**config.mk**
```make
export PLATFORM = sky130hd
export DESIGN_NAME = debouncer
export DESIGN_NICKNAME = d
export VERILOG_FILES = /design/src/rtl/debounce_pkg.sv /design/src/rtl/sync_ff.sv /design/src/rtl/debouncer.sv
export SDC_FILE = /design/constraint.sdc
export NUM_CORES = 1
export LEC_CHECK = 0
export ABC_AREA = 1
export CAP_MARGIN = 20
export CORE_AREA = 4 4 41 43
export CTS_CLUSTER_DIAMETER = 120
export DETAILED_ROUTE_END_ITERATION = 10
export DIE_AREA = 0 0 45 47
export PLACE_DENSITY_LB_ADDON = 0.1
export RECOVER_POWER = 25
export SLEW_MARGIN = 20
export SYNTH_ARGS = -nofsm -noshare
export SYNTH_HDL_FRONTEND = slang
export SYNTH_SLANG_ARGS = --single-unit
```
**constraint.sdc**
```tcl
create_clock -name clk -period 2.9 [get_ports clk]
set_input_delay 0.725 -clock clk [delete_from_list [all_inputs] [get_ports clk]]
set_output_delay 0.725 -clock clk [all_outputs]
set_load 0.005 [all_outputs]
```
**src/rtl/debounce_pkg.sv**
```systemverilog
// Shared constants for the debouncer: FSM state encoding and parameter defaults.
// Also imported by the simulation bench so both sides agree on the defaults.
package debounce_pkg;

  localparam logic ST_STABLE  = 1'b0;
  localparam logic ST_QUALIFY = 1'b1;

  localparam int   DEF_SYNC_STAGES   = 2;
  localparam int   DEF_STABLE_CYCLES = 8;
  localparam logic DEF_INIT_LEVEL    = 1'b0;

endpackage

```
**src/rtl/sync_ff.sv**
```systemverilog
// Multi-flop synchronizer for a single asynchronous bit.
// All stages reset to INIT_LEVEL so no spurious edge appears when reset releases.
module sync_ff
  import debounce_pkg::*;
#(
  parameter int   SYNC_STAGES = DEF_SYNC_STAGES,
  parameter logic INIT_LEVEL  = DEF_INIT_LEVEL
) (
  input  logic clk,
  input  logic rst,
  input  logic d,
  output logic q
);

  generate
    if (SYNC_STAGES < 2) begin : g_bad_depth
      $error("sync_ff: SYNC_STAGES must be at least 2");
    end
  endgenerate

  logic [SYNC_STAGES-1:0] stage_q;
  logic [SYNC_STAGES-1:0] stage_d;

  always_comb begin
    stage_d = {stage_q[SYNC_STAGES-2:0], d};
  end

  // NOTE: non-blocking assignment keeps every stage sampling the pre-edge value of its neighbour.
  always_ff @(posedge clk or posedge rst) begin
    if (rst) begin
      stage_q <= {SYNC_STAGES{INIT_LEVEL}};
    end else begin
      stage_q <= stage_d;
    end
  end

  assign q = stage_q[SYNC_STAGES-1];

endmodule

```
**src/rtl/debouncer.sv**
```systemverilog
// Synchronizes a raw level and commits a change only after STABLE_CYCLES consecutive
// differing samples; emits registered rise/fall pulses and a busy flag.
module debouncer
  import debounce_pkg::*;
#(
  parameter int   SYNC_STAGES   = DEF_SYNC_STAGES,
  parameter int   STABLE_CYCLES = DEF_STABLE_CYCLES,
  parameter logic INIT_LEVEL    = DEF_INIT_LEVEL
) (
  input  logic clk,
  input  logic rst,
  input  logic sig_in,
  output logic sig_out,
  output logic rise,
  output logic fall,
  output logic busy
);

  generate
    if (STABLE_CYCLES < 2) begin : g_bad_count
      $error("debouncer: STABLE_CYCLES must be at least 2");
    end
  endgenerate

  localparam int               CNT_W    = $clog2(STABLE_CYCLES);
  localparam logic [CNT_W-1:0] CNT_ONE  = CNT_W'(1);
  localparam logic [CNT_W-1:0] CNT_LAST = CNT_W'(STABLE_CYCLES - 1);

  logic             s;
  logic             state_q,   state_d;
  logic [CNT_W-1:0] cnt_q,     cnt_d;
  logic             sig_out_q, sig_out_d;
  logic             rise_q,    rise_d;
  logic             fall_q,    fall_d;
  logic             busy_q,    busy_d;

  sync_ff #(
    .SYNC_STAGES (SYNC_STAGES),
    .INIT_LEVEL  (INIT_LEVEL)
  ) u_sync (
    .clk (clk),
    .rst (rst),
    .d   (sig_in),
    .q   (s)
  );

  // NOTE: every variable gets a default before any branch, so no path can infer a latch.
  always_comb begin
    state_d   = state_q;
    cnt_d     = cnt_q;
    sig_out_d = sig_out_q;
    rise_d    = 1'b0;
    fall_d    = 1'b0;

    if (state_q == ST_STABLE) begin
      if (s != sig_out_q) begin
        state_d = ST_QUALIFY;
        cnt_d   = CNT_ONE;
      end
    end else begin
      if (s == sig_out_q) begin
        // Run broken before reaching the threshold: treat it as a glitch.
        state_d = ST_STABLE;
        cnt_d   = '0;
      end else if (cnt_q == CNT_LAST) begin
        state_d   = ST_STABLE;
        cnt_d     = '0;
        sig_out_d = s;
        rise_d    = s;
        fall_d    = ~s;
      end else begin
        cnt_d = cnt_q + CNT_ONE;
      end
    end

    busy_d = (state_d == ST_QUALIFY);
  end

  always_ff @(posedge clk or posedge rst) begin
    if (rst) begin
      state_q   <= ST_STABLE;
      cnt_q     <= '0;
      sig_out_q <= INIT_LEVEL;
      rise_q    <= 1'b0;
      fall_q    <= 1'b0;
      busy_q    <= 1'b0;
    end else begin
      state_q   <= state_d;
      cnt_q     <= cnt_d;
      sig_out_q <= sig_out_d;
      rise_q    <= rise_d;
      fall_q    <= fall_d;
      busy_q    <= busy_d;
    end
  end

  assign sig_out = sig_out_q;
  assign rise    = rise_q;
  assign fall    = fall_q;
  assign busy    = busy_q;

endmodule
```
# == Word-level counts from Yosys, hierarchy flattened ==
# Index checks and enable logic that the tools add are counted.
# totals
regBits,9
latchBits,0
ram_bits,0
rom_bits,0
in_bits,3
output_inout_bits,4
mem_count,0
# classes
addsub,1
multipliers,0
div,0
order_cmp,0
n_eq_ne,3
shifts,0
n_mux,14
bitwise_logic,2
reduce_logical,2
# ops
operator,n
$mux 3,4
$mux 1,10
$add 3x1->3 const B,1
$eq 3x3->1 const B,1
$reduce_and 3->1,1
$not 1->1,2
$reduce_bool 2->1,1
$eq 1x1->1,1
$ne 1x1->1,1

# == Longest topological paths before layout ==
# Gate-level depths: netlist (run 1).
# logic_depth
word_depth,4
ltp_mapped,6

# == Cells and area by module ==
# Synthesis (run 1) repeated with hierarchy kept, for this count alone.
# unflattened
hier_cells,38
hier_area_um2,384.1
# modules_own_cells
module,instances,cells_per_inst,area_per_inst_um2,seq_area_each_um2
debouncer,1,35,330.3,175.2
sync_ff,1,3,53.8,50.0

# == Worst setup path after synthesis (run 1) ==
# OpenSTA, ideal clock, no wires.
# synth_timing
kind,flip-flop to output port
from,"register busy_q, in the netlist busy"
to,output busy
arrival_ns,0.417
required_ns,2.175
slack_ns,1.758
path_stages_with_launch,1
n_path_buf,0
path_cell_list,dfrtp_1
# synth_lines
element,line,source
start: declaration,debouncer.sv:35,"logic busy_q, busy_d;"
start signal: assignment,debouncer.sv:93,busy_q <= busy_d;
end: declaration,debouncer.sv:16,output logic busy
# No word-level cell between the ends.

# == Worst setup path after layout (run 1) ==
# layout_timing
from,"register busy_q, in the netlist busy"
to,output busy
# No word-level cell between the ends.

==> flow_summary.toml, run 1 <==
[setup_path]
startpoint = "busy"
path_buf_inv = 1
cpPeakStageDelay_ns = 0.54
cp.arrival_ns = 1.25
rr_startpoint = "cnt_q[0]"
crit_family = "buffers and inverters"
cp_cell_sequence = "clkdlybuf4s50_1"
r2r_cells = 4
cp-start-kind = "flop"
cp_slowest_cell = "clkdlybuf4s50_1"
crit_fanout = 8
critPathCaptureType = "output port"
crit_required_ns = 2.17
r2r-end = "sig_out"
path_class = "flop to output port"
ff2ff_setup_slack_ns = 1.69

[timing]
worstMarginPinSlew_ns = 0.329
holdWs_ns = 0.354
max_slew_margin_pct = 78.1
timing.setup.tns_ns = 0
timing.fmax_ghz = 0.507
period_needed_ns = 1.97
rsz0062_at_grt = "false"
fin_skew_ns = 0.000784
hold_viol = 0
final_max_slew_viol_count = 0
period_share_pct = 68.0
setup_viol = 0

[clocking]
worstSkewPairLatency_ns = 0.25
cts_tree = "built"
postCtsSetupBuffers = 0
cts_resized = 0
holdBufCountCts = 0
cts_buffer_depth = 2
clk_pin_slew_ns = 0.05
cts.root.buffer_cell = "clkbuf_4"
cts_buffers = 3
cts.sinks = 9
htreeDepth = 1

[synthesis]
ys_ff_latch = 9
yosys-mux-area-fraction_pct = 0
synth_xor_xnor_area_share_pct = 0
avgSynthCellArea_um2 = 10.3
ys_seq_area_share_pct = 59.2
synth_top_cell_by_area = "dfrtp_1"
synth_fa_ha_area_share_pct = 9.87
yosysTopAreaCellShare_pct = 59.2
yosysMostFrequentCell = "dfrtp_1"
syn-cell-area_um2 = 380
synth_edf_count = 0
synth_area_leaders = "dfrtp_1 59%, ha_1 9.9%, inv_1 5.9%"
synth_fp_nets = 43
yosysWarnings = 0
syn_inst = 37
yosys_most_used_dff = "dfrtp_1"
yosys-top-cells-count = "9 x dfrtp_1, 6 x inv_1, 6 x nand2_1"
synth_top_family_by_area = "simple AND/OR/NAND/NOR gates"
synth.distinct_cells = 12
yosys.area_share.simple_pct = 19.1
synthArstFlopShare_pct = 100
synth_compound_area_share_pct = 4.93

[floorplanning]
fp.dieArea_mm2 = 0.00212
row_count = 13
die_h_um = 47
die_w_um = 45
core_area_mm2 = 0.00130
io_pins = 7
initial_core_util_pct = 29.2

[run]
drv_cap = 0

[min_path]
hp-class = "flop to flop"
hp-start = "u_sync.stage_q[0]"
whs_endpoint = "u_sync.stage_q[1]"
whs_path_depth = 0

[routing]
vias = 275
drtIter0Drc = 5
wire_per_inst_um = 10.4
antenna_left = 0
drcViolationCount = 0
dr.pass1.iters = 2
wirelength_um = 643
avgViaCountPerCell = 4.44

[grt]
grt_pass1_wl_um = 1160
grt_pass1_vias = 284
grt_max_degree = 10
antenna_found_initial = 0
grtUsageTotal_pct = 8.39
overflow = 0

[status]
outcome = "finished, final reports clean"

[final_layout]
area_delta_synth_final_pct = 27.6
nNetsFinal = 54
design_area_um2 = 485
diodes = 0
postLayoutCoreUtil_pct = 37.3
drive_gt1_share_pct = 14.9
fin_cells = 62

[power_and_ir_drop]
peakVddDrop_mv = 0.272
p_leak_nw = 0.267
p_per_area_mw_per_mm2 = 729

[placement]
dp.cells = 58
port_buffers = 6
routabilityCongestion = 0.690
dpl-instance-area_um2 = 459
dp_hpwl_um = 548
[how the worst max path moves through the flow]
stage                end  slack [ns]  cells past startpoint
detailed placement  busy        1.19                      1
CTS                 busy        0.92                      1
global placement    busy        1.21                      1
global route        busy        0.87                      1
floorplan           busy        1.76                      0
finish              busy        0.93                      1
[layout by cell type, fill, tap and decap left out, drive strengths merged]
| master | Yosys | final |
|---|---|---|
| dlygate4sd3 | 0 | 2 |
| nand3 | 3 | 3 |
| nand2 | 8 | 8 |
| nand4 | 3 | 3 |
| ha | 3 | 3 |
| a31o | 1 | 1 |
| a21oi | 1 | 1 |
| dfrtp | 9 | 9 |
| clkbuf | 0 | 4 |
| nor2 | 1 | 1 |
| inv | 7 | 7 |
| clkdlybuf4s50 | 0 | 4 |
| o21ai | 1 | 1 |
[registers in the layout, indices dropped and copies added (netlist names)]
name,cells
u_sync.stage_q,2
busy,1
rise,1
cnt_q,3
sig_out,1
fall,1
[routing by layer]
layer	GRT usage (%)	wire, um	vias up
li1	-	-	139
met1	8.69	278	120
met2	12.1	280	10
met3	2.68	46	6
met4	10.5	38	0
met5	0	0	-
[through the flow]
stage	total power, W	setup WS (ns)
floorplan	0.000232	1.76
global placement	0.000267	1.21
detailed placement	0.000267	1.19
CTS	0.000363	0.915
global route	0.000387	0.866
finish	0.000354	0.929
[area by class of cell]
cell class                 instances  area (um^2)
clock buffer                       4         26.3
inverter                           7         26.3
fill                             138          816
tap                               15         18.8
sequential                         9          225
multi-input combinational         21          129
timing repair buffer               6         60.1
[power breakdown]
part            total, W  leakage, nW  switching [W]  internal [W]
sequential      0.000177        0.115      0.0000247      0.000152
combinational  0.0000877        0.137      0.0000453     0.0000424
clock          0.0000898       0.0150      0.0000372     0.0000526
total           0.000354        0.267       0.000107      0.000247
[cells by family after synthesis]
family,count (synthesis)
DFF,9
AOI/OAI and AO/OA,3
buffers and inverters,7
and+or+nand+nor,15
adders and majority gates,3
Power figures use the tool's default switching activity.
==> run 2, diff against run 1 <==
==> constraint.sdc (replaced) <==
create_clock -name clk -period 1.9 [get_ports clk]
set_input_delay 0.475 -clock clk [delete_from_list [all_inputs] [get_ports clk]]
set_output_delay 0.475 -clock clk [all_outputs]
set_load 0.005 [all_outputs]
==> results of run 2 <==
Same layout as run 1 (identical final DEF). Status: finished, final reports clean.
Main changes from that run: setup slack after placement 1.19 ns -> 0.443 ns; setup slack after layout 0.929 ns -> 0.179 ns; register-to-register setup slack 1.69 ns -> 0.69 ns; total power 0.000354 W -> 0.000540 W; worst IR drop on VDD 0.272 mV -> 0.414 mV
